$ cat src/rtl/ped_request.sv
// Pedestrian push-button request front end: synchronizer, debouncer, request FSM and saturating request counter.
// Optional post-walk lockout phase is built in when PED_LOCKOUT_EN is defined.
module ped_request #(
  parameter int unsigned DEBOUNCE_CYCLES = 4,
  parameter int unsigned LOCKOUT_CYCLES  = 8
) (
  input  logic       clk,
  input  logic       rst,
  input  logic       btn,
  input  logic       walk,
  output logic       ped_req,
  output logic       busy,
  output logic [7:0] req_count
);

  localparam int unsigned DB_W  = 4;
  localparam int unsigned LK_W  = 8;
  localparam int unsigned CNT_W = 8;

  if (DEBOUNCE_CYCLES < 1 || DEBOUNCE_CYCLES > 15) begin : g_bad_debounce
    $error("ped_request: DEBOUNCE_CYCLES out of range 1..15");
  end
  if (LOCKOUT_CYCLES < 1 || LOCKOUT_CYCLES > 255) begin : g_bad_lockout
    $error("ped_request: LOCKOUT_CYCLES out of range 1..255");
  end

  typedef enum logic [1:0] {
    IDLE    = 2'd0,
    PENDING = 2'd1,
`ifdef PED_LOCKOUT_EN
    SERVING = 2'd2,
    LOCKOUT = 2'd3
`else
    SERVING = 2'd2
`endif
  } state_e;

  logic             sync1_q, btn_s_q;
  logic             btn_db_q, btn_db_d;
  logic [DB_W-1:0]  db_cnt_q, db_cnt_d;
  logic             press_q, press_d;
  state_e           state_q, state_d;
  logic [CNT_W-1:0] req_count_q, req_count_d;
  logic             ped_req_q, ped_req_d;
  logic             busy_q, busy_d;
`ifdef PED_LOCKOUT_EN
  logic [LK_W-1:0]  lk_cnt_q, lk_cnt_d;
`endif

  // Debounce: accept a level only after DEBOUNCE_CYCLES consecutive disagreeing samples.
  always_comb begin
    btn_db_d = btn_db_q;
    db_cnt_d = '0;
    if (btn_s_q != btn_db_q) begin
      if (db_cnt_q == DB_W'(DEBOUNCE_CYCLES - 1)) begin
        btn_db_d = btn_s_q;
      end else begin
        db_cnt_d = db_cnt_q + DB_W'(1);
      end
    end
    press_d = btn_db_d & ~btn_db_q;
  end

  // Request FSM; press_q is registered so the FSM never sees the raw button.
  always_comb begin
    state_d     = state_q;
    req_count_d = req_count_q;
`ifdef PED_LOCKOUT_EN
    lk_cnt_d    = lk_cnt_q;
`endif
    case (state_q)
      IDLE: begin
        if (press_q) begin
          state_d = walk ? SERVING : PENDING;
          if (req_count_q != {CNT_W{1'b1}}) begin
            req_count_d = req_count_q + CNT_W'(1);
          end
        end
      end
      PENDING: begin
        if (walk) state_d = SERVING;
      end
      SERVING: begin
        if (!walk) begin
`ifdef PED_LOCKOUT_EN
          state_d  = LOCKOUT;
          lk_cnt_d = LK_W'(LOCKOUT_CYCLES);
`else
          state_d  = IDLE;
`endif
        end
      end
`ifdef PED_LOCKOUT_EN
      LOCKOUT: begin
        lk_cnt_d = lk_cnt_q - LK_W'(1);
        if (lk_cnt_q == LK_W'(1)) state_d = IDLE;
      end
`endif
      default: state_d = IDLE;
    endcase
    ped_req_d = (state_d == PENDING);
    busy_d    = (state_d != IDLE);
  end

  always_ff @(posedge clk) begin
    if (rst) begin
      sync1_q     <= 1'b0;
      btn_s_q     <= 1'b0;
      btn_db_q    <= 1'b0;
      db_cnt_q    <= '0;
      press_q     <= 1'b0;
      state_q     <= IDLE;
      req_count_q <= '0;
      ped_req_q   <= 1'b0;
      busy_q      <= 1'b0;
`ifdef PED_LOCKOUT_EN
      lk_cnt_q    <= '0;
`endif
    end else begin
      sync1_q     <= btn;
      btn_s_q     <= sync1_q;
      btn_db_q    <= btn_db_d;
      db_cnt_q    <= db_cnt_d;
      press_q     <= press_d;
      state_q     <= state_d;
      req_count_q <= req_count_d;
      ped_req_q   <= ped_req_d;
      busy_q      <= busy_d;
`ifdef PED_LOCKOUT_EN
      lk_cnt_q    <= lk_cnt_d;
`endif
    end
  end

  assign ped_req   = ped_req_q;
  assign busy      = busy_q;
  assign req_count = req_count_q;

endmodule

$ cat config.mk
export PLATFORM = sky130hd
export DESIGN_NAME = ped_request
export DESIGN_NICKNAME = d
export VERILOG_FILES = /design/src/rtl/ped_request.sv
export SDC_FILE = /design/constraint.sdc
export NUM_CORES = 1
export LEC_CHECK = 0
export CORE_AREA = 2 2 51 53
export CTS_BUF_LIST = sky130_fd_sc_hd__clkbuf_8
export DETAILED_ROUTE_END_ITERATION = 12
export DIE_AREA = 0 0 53 55
export PLACE_DENSITY_LB_ADDON = 0.15
export SYNTH_ARGS = -nofsm -noshare
export SYNTH_HDL_FRONTEND = slang
export SYNTH_SLANG_ARGS = --single-unit
$ cat constraint.sdc
create_clock -name clk -period 2 [get_ports clk]
set_input_delay 0.6 -clock clk [delete_from_list [all_inputs] [get_ports clk]]
set_output_delay 0.6 -clock clk [all_outputs]
set_load 0.05 [all_outputs]
* Yosys cells after proc, flatten, opt, wreduce, memory -nomap -nowiden *
Cells that the tools add are included.

operators by class
  equality and inequality tests = 6
  reduce and logical (&&, ||, !) cells = 4
  bitwise logic cells = 3
  muxes and demuxes = 7
  add/sub/neg operators = 2

operator list
  kind                                                  count
  adder 8 x 1 -> 8 bit (second input constant)          1
  two-way mux 2 bit                                     4
  inequality test 8 bit (second input constant)         1
  case mux 2 bit (3 select lines)                       1
  adder 4 x 1 -> 4 bit (second input constant)          1
  equality test 2 x 1 -> 1 bit (second input constant)  2
  equality test 4 x 2 -> 1 bit (second input constant)  1
  AND reduction 3 bit                                   1
  OR reduction 3 bit                                    1
  equality test 2 bit (second input constant)           1
  logical NOT 2 bit                                     1
  two-way mux 1 bit                                     2
  inverter 1 bit                                        2
  nonzero test 2 bit                                    1
  AND 1 bit                                             1
  inequality test 1 bit                                 1

storage, ports and cells
  word-level logic and storage cells = 31
  register bits after elaboration = 20
  input bits = 4

* Longest topological paths before layout *
Gate-level depths: netlist of the first run.

  word-level depth = 4
  mapped depth = 5
  depth with buffers taken out = 5

* Worst setup path after synthesis of the first run *
No wires, ideal clock.

  kind = register to register
  from = register req_count_q[2] (netlist: req_count[2])
  to = register req_count_q[5] (netlist: req_count[5])
  buffers on the path = 0
  setup time = 70 ps
  cell stages (with the launch flop) = 4
  data arrival time = 1590 ps
  setup slack = 340 ps
  path through = dfxtp_1 > nand3_1 > or4_1 > a21oi_1

between the ends
  longest elaborated chain between the ends = 2

ends and longest elaborated chain
  element                                                       RTL line  text
  start: declaration                                            43        logic [CNT_W-1:0] req_count_q, req_count_d;
  start signal: assignment                                      126       req_count_q <= req_count_d;
  branches (longest 2 deep; another with adder 8 x 1 -> 8 bit)  --

Parallel ways; which one is timed is not known.
A chain may end at the register's enable or synchronous reset.

* Worst setup path in the final report of the first run *
  from = register state_q[1]
  to = register req_count_q[5] (netlist: req_count[5])

between the ends
  longest elaborated chain between the ends = 2

ends and longest elaborated chain
  element                               RTL line  text
  start: declaration                    42        state_e state_q, state_d;
  start signal: assignment              125       state_q <= state_d;
  logical NOT 2 bit                     71        case (state_q)
  AND reduction 3 bit (no source line)  --

Every way passes these cells.

==> results of run 1 <==
-- placed cells by master (no fill, tap or decap), types with 2 or more instances in the layout --
cell type	Yosys	routed
sky130_fd_sc_hd__nand2_1	4	4
sky130_fd_sc_hd__buf_4	0	11
sky130_fd_sc_hd__clkbuf_8	0	3
sky130_fd_sc_hd__nor4_1	2	2
sky130_fd_sc_hd__inv_1	2	2
sky130_fd_sc_hd__o31ai_1	2	2
sky130_fd_sc_hd__ha_1	2	2
sky130_fd_sc_hd__nor2_1	13	13
sky130_fd_sc_hd__or4_1	2	2
sky130_fd_sc_hd__xor2_1	2	2
sky130_fd_sc_hd__nand3_1	4	4
sky130_fd_sc_hd__mux2i_1	2	2
sky130_fd_sc_hd__nor2b_1	3	3
sky130_fd_sc_hd__xnor2_1	3	3
sky130_fd_sc_hd__dfxtp_1	20	20
sky130_fd_sc_hd__a21oi_1	4	4
sky130_fd_sc_hd__clkdlybuf4s50_1	0	3
sky130_fd_sc_hd__nor3_1	5	5
-- cell type report --
class,count,area share
inverters,2,0.007238
well taps,30,0.03619
flip-flops and latches,20,0.3860
clock buffers,3,0.03981
repair buffers,15,0.1279
multi-input cells,60,0.3739
clock inverters,1,0.02895
-- worst reg2reg max path, cell delays in order (launching register included) --
cell	delay (ns)
sky130_fd_sc_hd__dfxtp_1	0.36
sky130_fd_sc_hd__or3b_4	0.44
sky130_fd_sc_hd__o21bai_4	0.21
sky130_fd_sc_hd__or4_1	0.41
sky130_fd_sc_hd__a21oi_1	0.14
-- power by group through the flow --
stage	registers, W	clock network, W	logic (W)
4_1_cts	0.000401	0.000407	0.0000182
3_3_place_gp	0.000411	0	0.0000179
5_1_grt	0.000402	0.000425	0.0000201
6_report	0.000402	0.000395	0.0000179
3_5_place_dp	0.000411	0	0.0000180
2_1_floorplan	0.000411	0	0.00000635
-- flip-flops by register name (all words and copies together), names as in the netlist --
name	cells
btn_db_q	1
btn_s_q	1
busy	1
db_cnt_q	4
ped_req	1
press_q	1
req_count	8
state_q	2
sync1_q	1
-- cells by family (layout without fill, tap and decap cells) --
logic type / Yosys count / count (layout) / synth area share
XOR/XNOR: 5 / 5 / 0.05470
buffers and inverters: 3 / 21 / 0.01562
adder cells (fa/ha/maj): 2 / 2 / 0.03125
AO/OA/AOI/OAI: 10 / 10 / 0.09844
AND/OR/NAND/NOR: 41 / 41 / 0.2750
multiplexers: 2 / 2 / 0.02500
flip-flops: 20 / 20 / 0.5000
-- stage by stage --
step                      hold slack, ns   power, W    util  cell area [µm²]  worst slack, ns
after detailed placement          0.4320  0.0004290  0.4085            965.9           0.1973
after CTS                         0.4502  0.0008271  0.4386             1037           0.3684
final                             0.4448  0.0008149  0.4386             1037           0.3722
after global placement            0.4197  0.0004287  0.4085            965.9           0.2351
after floorplan                   0.4138  0.0004170       -            800.8           0.3398
after global routing              0.4681  0.0008467  0.4386             1037           0.2858
-- worst max path at each step --
stage | start | endpoint | slack [ns] | depth (start not counted)
final | state_q[1]$_SDFF_PP0_ | req_count[5]$_SDFFE_PP0P_ | 0.37 | 4
after global routing | rst | busy$_SDFF_PP0_ | 0.29 | 3
after CTS | state_q[1]$_SDFF_PP0_ | req_count[5]$_SDFFE_PP0P_ | 0.37 | 4
after detailed placement | rst | busy$_SDFF_PP0_ | 0.20 | 3
after global placement | rst | busy$_SDFF_PP0_ | 0.24 | 3
after floorplan | req_count[2]$_SDFFE_PP0P_ | req_count[5]$_SDFFE_PP0P_ | 0.34 | 3
-- metal layers --
metal | vias up | global-route usage
met5 | - | 0
met2 | 13 | 0.1813
met1 | 302 | 0.1438
li1 | 332 | -
met4 | 0 | 0.07692
met3 | 4 | 0.02688
==> summary by stage, run 1 <==
Die
The standard cell core area is about 2400 µm². For this configuration, the core starts out at a cell density of 0.3386. The die covers around 2900 µm². From left edge to right edge, the die measures roughly 53 µm. The die is 55 µm tall.

The I/O pin count is 14. In this run the core area contains 18 standard-cell rows.

STA
Static timing analysis puts the maximum clock frequency at 614.3 MHz. The portion of the clock cycle consumed by the worst path in the final layout is 0.8139. The final total negative setup slack is 0 ns. The final count of hold timing violations came to 0. Measured against its own limit, the worst slew margin works out to 0.6810.

Setup violations remaining at the end of the flow were counted as 0. Setup repair after global routing left no endpoint under its margin. The setup clock skew after layout is slightly above 0.0006 ns. The shortest clock period the worst path allows after layout is ~1.6 ns. The final number of max-transition violations is 0. For the pin with the worst max-slew slack, the measured transition is 0.4665 ns.

Routing
In the final routing, the length of wire on met1 measures between 700 and 800 µm. The initial DRC count is 22. After detailed routing, the average wire length per cell comes to ~11 µm.

The pre-antenna-repair detailed-routing pass consisted of 4 iterations. Detailed routing placed a total of between 600 and 700 µm of wire on met2. For this run, design rule violations remaining after detail routing come to 0. The highest metal layer carrying signal wires in the routed design is met4. The via count is 651. The routed design uses about 70 µm of met3 wire. The detailed-route vias per instance is between 4 and 5. The total wirelength of the detailed-routed design is between 1000 and 1500 µm. Once detail routing completed, the nets flagged for antenna violations numbered 0.

Clocking
The number of gates resized after CTS was 0. For the worst-skew pair, the clock arrives at the later sink with an insertion delay of about 0.25 ns. The number of levels in the clock H-tree is 1.

The maximum buffer depth of the clock tree is 2. The post-CTS repair timing setup buffer count is 0. The cell sitting at the root of the clock tree is a sky130_fd_sc_hd__clkbuf_8. Clock-pin slew was measured on the worst setup and hold paths at ~0.070 ns. The number of hold buffers added after CTS was 0. The number of buffers created by CTS is 3.

For this design, the sink count on the clock tree is 20. TritonCTS built the clock tree.

Setup path
The register-to-register path setup slack is roughly 0.37 ns. Among all stages on the critical path, the largest delay is contributed by sky130_fd_sc_hd__or3b_4. The number of cell instances on the worst register-to-register path is 4. The startpoint of the lowest-slack register-to-register path is state_q[1]$_SDFF_PP0_.

On the worst path, the slowest cell contributes a delay of approximately 0.44 ns. The reg-to-reg endpoint is req_count[5]$_SDFFE_PP0P_. Data arrives at the worst endpoint at between 1.5 and 2 ns.

By startpoint and endpoint, the worst setup path is classified as reg2reg. STA classifies the critical path startpoint as a register. In this run the worst path has a maximum fanout of 6. The signal on the critical path passes through or3b_4 -> o21bai_4 -> or4_1 -> a21oi_1. On the critical path the largest part of the delay comes from simple AND/OR/NAND/NOR gates. The data required time at the worst endpoint is approximately 2.2 ns. The critical path contains buffers and inverters numbering 0 combined.

The capturing element type of the critical path is a register.

Min path
In this run the most critical hold path is launched from sync1_q$_SDFF_PP0_. The type of the worst min-delay path is reg2reg. The capture endpoint of the worst hold path is btn_s_q$_SDFF_PP0_. Along the worst hold path, the cell count comes to 1.

Finish
The count of nets after finishing is around 110. In the final layout, the share of cells above drive strength 1 is 0.1980. The combined area of the multi-input logic cells is between 300 and 400 µm². 0 antenna diodes ended up in the layout.

The flip-flop and latch area is 400.4 µm². The total of fill cells in the finished design is approximately 250. Compared with the post-synthesis result, the final layout area differs by 29.53%.

The final cell count without fillers is 131.

Yosys
The post-synthesis net count is 89. In this run, synthesis inferred 0 flip-flops with an integrated enable. The most used flip-flop cell after synthesis is sky130_fd_sc_hd__dfxtp_1. The most used standard cell by instance count after synthesis is sky130_fd_sc_hd__dfxtp_1.

Of the synthesized area, sequential elements account for 0.5000. The post-synthesis instance total is between 80 and 90. The synthesized area divided by synthesized cell count is a little under 10 µm².

The largest area contributor in the netlist is sky130_fd_sc_hd__dfxtp_1. The top-area cell type share of the netlist area is 0.5000. In the post-synthesis netlist, the biggest area contributors are sky130_fd_sc_hd__dfxtp_1, sky130_fd_sc_hd__nor2_1, sky130_fd_sc_hd__xnor2_1. After synthesis, the share of flip-flops with an asynchronous set or reset is 0. The commonest cells after synthesis are sky130_fd_sc_hd__dfxtp_1, sky130_fd_sc_hd__nor2_1, sky130_fd_sc_hd__nor3_1. The total standard cell area after synthesis is between 800 and 900 µm².

The number of storage elements in the synthesis netlist is 20. During synthesis, Yosys emitted a total of 0 warnings. Counting distinct cell types in the post-synthesis netlist gives 28.

Flow run
The tool flagged a number of max-cap violations equal to 0.

Power and ir drop
The total power density per cell area is 785.6 nW/µm². Of the total power, the clock network draws 0.485. The combinational cell fraction of total power is 0.022. The switching power total is around 0.00014 W. The cell internal power dissipation is approximately 0.00068 W. The share of total power dissipated in sequential elements is 0.493. IR analysis of the VDD net gives a maximum drop of 0.0003563 V. The switching fraction of total power is 0.1690. For this design the static power due to leakage is 0.3949 nW.

Global routing
The global-route wire length before repair is 2408 µm. The number of global-route vias before repair came to approximately 550. Across every metal layer, demand over resource in global routing totals 0.1162. The initial antenna violation count is 0.

The pin count of the biggest net entering global routing is 13. Summed over all layers, the global routing overflow is 0.

Place
The HPWL reported at the end of detailed placement is between 1000 and 1500 µm. The number of input and output port buffers inserted is 13. Once placement completed, the tool counted placed cells totaling approximately 130. The congestion estimate from routability-driven global placement came to 0.7555.

Run status
The run finished with clean final reports.
Note: power is estimated with default switching activity, not from simulation.
==> run 2, diff against run 1 <==
Clock period 2 ns to 1.3 ns, I/O delays scaled along.
==> summary by stage, run 2 (synthesis results as in run 1) <==
STA
Setup repair after global routing could not meet its margin everywhere. The final setup slack of the worst path is -0.1876 ns (-0.5598 ns). The tightest hold margin is 0.4604 ns (+0.01560 ns).

The shortest clock period the worst path allows after layout came to 1.488 ns (-0.1402 ns). The final count of hold timing violations is 0 (unchanged). The remaining max-slew budget at the tightest pin is 0.7785 (+0.09751).

The final total negative setup slack came to -0.5955 ns (-0.5955 ns). The achievable frequency was 672.2 MHz (+9.4%). The worst-margin pin slew is 0.3316 ns (-0.1348 ns). The count of final setup violators is 6 (+6). The setup clock skew after layout is 0.001336 ns (+0.0007203 ns). The portion of the clock cycle consumed by the worst path in the final layout is 1.144 (+0.3304).

The final number of max-transition violations came to 0 (unchanged).

Finish
The flip-flop count of the largest register, all copies and words added is 8 (unchanged). The library cells used most frequently in the layout, excluding fill and tap cells, are sky130_fd_sc_hd__buf_4, sky130_fd_sc_hd__nor2_1, sky130_fd_sc_hd__dfxtp_1, sky130_fd_sc_hd__buf_12, sky130_fd_sc_hd__dfxtp_2. The number of diodes is 0 (unchanged). The utilization after layout was 0.6053 (+0.1667). The count of nets after finishing is 130 (+20%).

The fraction of final layout cells with drive strength greater than 1 is 0.5285 (+0.3304). The library cell used most frequently in the layout, excluding fill and tap cells, is sky130_fd_sc_hd__buf_4. Relative to the synthesized area, the layout overhead comes to 78.75%.

Setup path
The data required time at the worst endpoint came to 1.49 ns (-0.70 ns). The number of cell instances on the worst register-to-register path is 4 (unchanged). The critical path's largest stage delay came to 0.40 ns (-0.04 ns). The signal on the critical path passes through or3b_4 -> o21bai_4 -> or4_1 -> a21oi_1. By startpoint and endpoint, the worst setup path is classified as reg2reg. The highest fanout seen on the critical path is 2 (-4). The slowest library cell on the worst path is sky130_fd_sc_hd__or3b_4. The endpoint identified for the worst register-to-register timing path is req_count[5]$_SDFFE_PP0P_. In this design, the largest share of critical-path delay is due to simple AND/OR/NAND/NOR gates. The critical path buffer and inverter count is 0 (unchanged). The startpoint kind of the worst setup timing path is a register. The register-to-register path setup slack was -0.19 ns (-0.56 ns). The critical path starts at state_q[0]$_SDFF_PP0_. The arrival time reported for the critical path endpoint is 1.68 ns (-0.14 ns). The capturing element type of the critical path is a register.

The startpoint of the lowest-slack register-to-register path is state_q[0]$_SDFF_PP0_.

Clocking
The maximum buffer depth of the clock tree is 2 (unchanged). The number of levels in the clock H-tree is 1 (unchanged). TritonCTS built the clock tree. In this run the clock root is driven by a sky130_fd_sc_hd__clkbuf_8. The clock edge transition at the registers on the reported setup and hold paths is 0.08 ns (about the same). The clock sink count is 20 (unchanged). The number of buffers created by CTS is 3 (unchanged).

The source-to-sink clock delay at the later pin of the worst-skew pair is 0.26 ns (about the same).

Power and ir drop
The total power density per cell area is 887.0 nW/µm² (+13%). The static power due to leakage came to 0.5537 nW (+40%). The overall power consumption was 0.001270 W (+56%). The maximum resistive drop on vdd is 0.0008242 V (+130%).

Routing
The detailed-route vias per instance was 4.863 (-2.1%). The via count is 744 (+14%). The post-route antenna net violation count is 0 (unchanged). The average wire per standard cell is 12.22 µm (+9.1%).

The number of detailed-route iterations in the first pass was 4 (unchanged). The DRC violation count after routing was 0 (unchanged). The initial DRC count is 11 (-50%). The total wirelength of the detailed-routed design was 1869 µm (+27%).

Die
The width of the die came to 53 µm (unchanged). The cell row count was 18 (unchanged). The I/O pin count is 14 (unchanged).

The height of the die is 55 µm (unchanged). The starting density of the core came to 0.3386 (unchanged). The die area came to 2915 µm² (unchanged). The standard cell core area came to 2365 µm² (unchanged).

Min path
The worst hold path terminates at btn_s_q$_SDFF_PP0_. The worst hold path startpoint is sync1_q$_SDFF_PP0_. The depth of the worst hold-timing path is 1 (unchanged). The worst hold path belongs to the class reg2reg.

Global routing
The global-route wire length before repair is 2960 µm (+23%). The number of global-route vias before repair was 696 (+26%). The global route total overflow came to 0 (unchanged).

The met1 track utilization from global routing is 0.1587 (+0.01488). After global routing, the most crowded layer is met2. The pin count of the biggest net entering global routing is 13 (unchanged). The initial antenna violation count is 0 (unchanged).

The fraction of met2 tracks used by global routing is 0.2563 (+0.07500). The global routing usage summed across all routing layers was 0.1403 (+0.02415). The met3 track utilization from global routing was 0.02688 (unchanged).

Flow run
The count of maximum capacitance violations was 0 (unchanged).

Place
The routability-driven placement congestion ratio is 0.8009 (+6.0%). The HPWL reported at the end of detailed placement was 1378 µm (+31%). The number of input and output port buffers inserted is 13 (unchanged).

Run status
The final reports fail on negative setup slack. The flow ran to the end, but the final reports show violations.
[run 2: cell count changes in the layout (fill, tap and decap cells not counted), moves of 2 or more]
cell	before	now
sky130_fd_sc_hd__ha_1	2	0
sky130_fd_sc_hd__dfxtp_4	0	3
sky130_fd_sc_hd__dfxtp_1	20	10
sky130_fd_sc_hd__a21oi_1	4	2
sky130_fd_sc_hd__dfxtp_2	0	7
sky130_fd_sc_hd__a21oi_2	0	2
sky130_fd_sc_hd__buf_12	1	10
sky130_fd_sc_hd__buf_4	11	18
sky130_fd_sc_hd__buf_6	0	6
[run 2: through the flow]
step	worst slack, ns	instance area, µm²	instances
final	-0.1876	1431	153
after global routing	-0.2249	1431	153
after CTS	-0.1937	1358	149
after detailed placement	-0.4029	1261	145
after global placement	-0.2714	1261	145
after floorplan	-0.1829	848.3	83
[run 2: cell type report]
class	instances	area, µm²
clock buffers	3	41.29
clock inverters	1	30.03
fillers	194	933.4
inverters	2	7.507
multi-input cells	60	462.9
flip-flops and latches	20	420.4
well taps	30	37.54
repair buffers	37	431.7
[run 2: what timing repair did]
action | 4_1_cts | 5_1_grt
setup endpoints to repair | 11 | 17
resized for setup | 8 | 10
hold buffers | 0 | 0
pin swaps | 0 | 4
buffers inserted | 0 | 4
cloned | 0 | 0
[run 2: worst max path at each step]
| stage | end | cells past startpoint |
|---|---|---|
| 2_1_floorplan | req_count[5]$_SDFFE_PP0P_ | 4 |
| 3_3_place_gp | busy$_SDFF_PP0_ | 3 |
| 3_5_place_dp | busy$_SDFF_PP0_ | 3 |
| 4_1_cts | req_count[5]$_SDFFE_PP0P_ | 4 |
| 5_1_grt | req_count[5]$_SDFFE_PP0P_ | 4 |
| 6_report | req_count[5]$_SDFFE_PP0P_ | 4 |
[run 2: power by group]
part,switching [W],internal (W)
Combinational,0.0000145,0.0000187
Sequential,0.00000170,0.000609
Clock,0.000214,0.000411
Total,0.000231,0.00104
[run 2: routing by layer]
| metal | part of all wire | vias up |
|---|---|---|
| met2 | 0.52 | 16 |
| met5 | 0 | - |
| met4 | 0.014 | 0 |
| met3 | 0.037 | 4 |
| li1 | - | 377 |
| met1 | 0.42 | 347 |
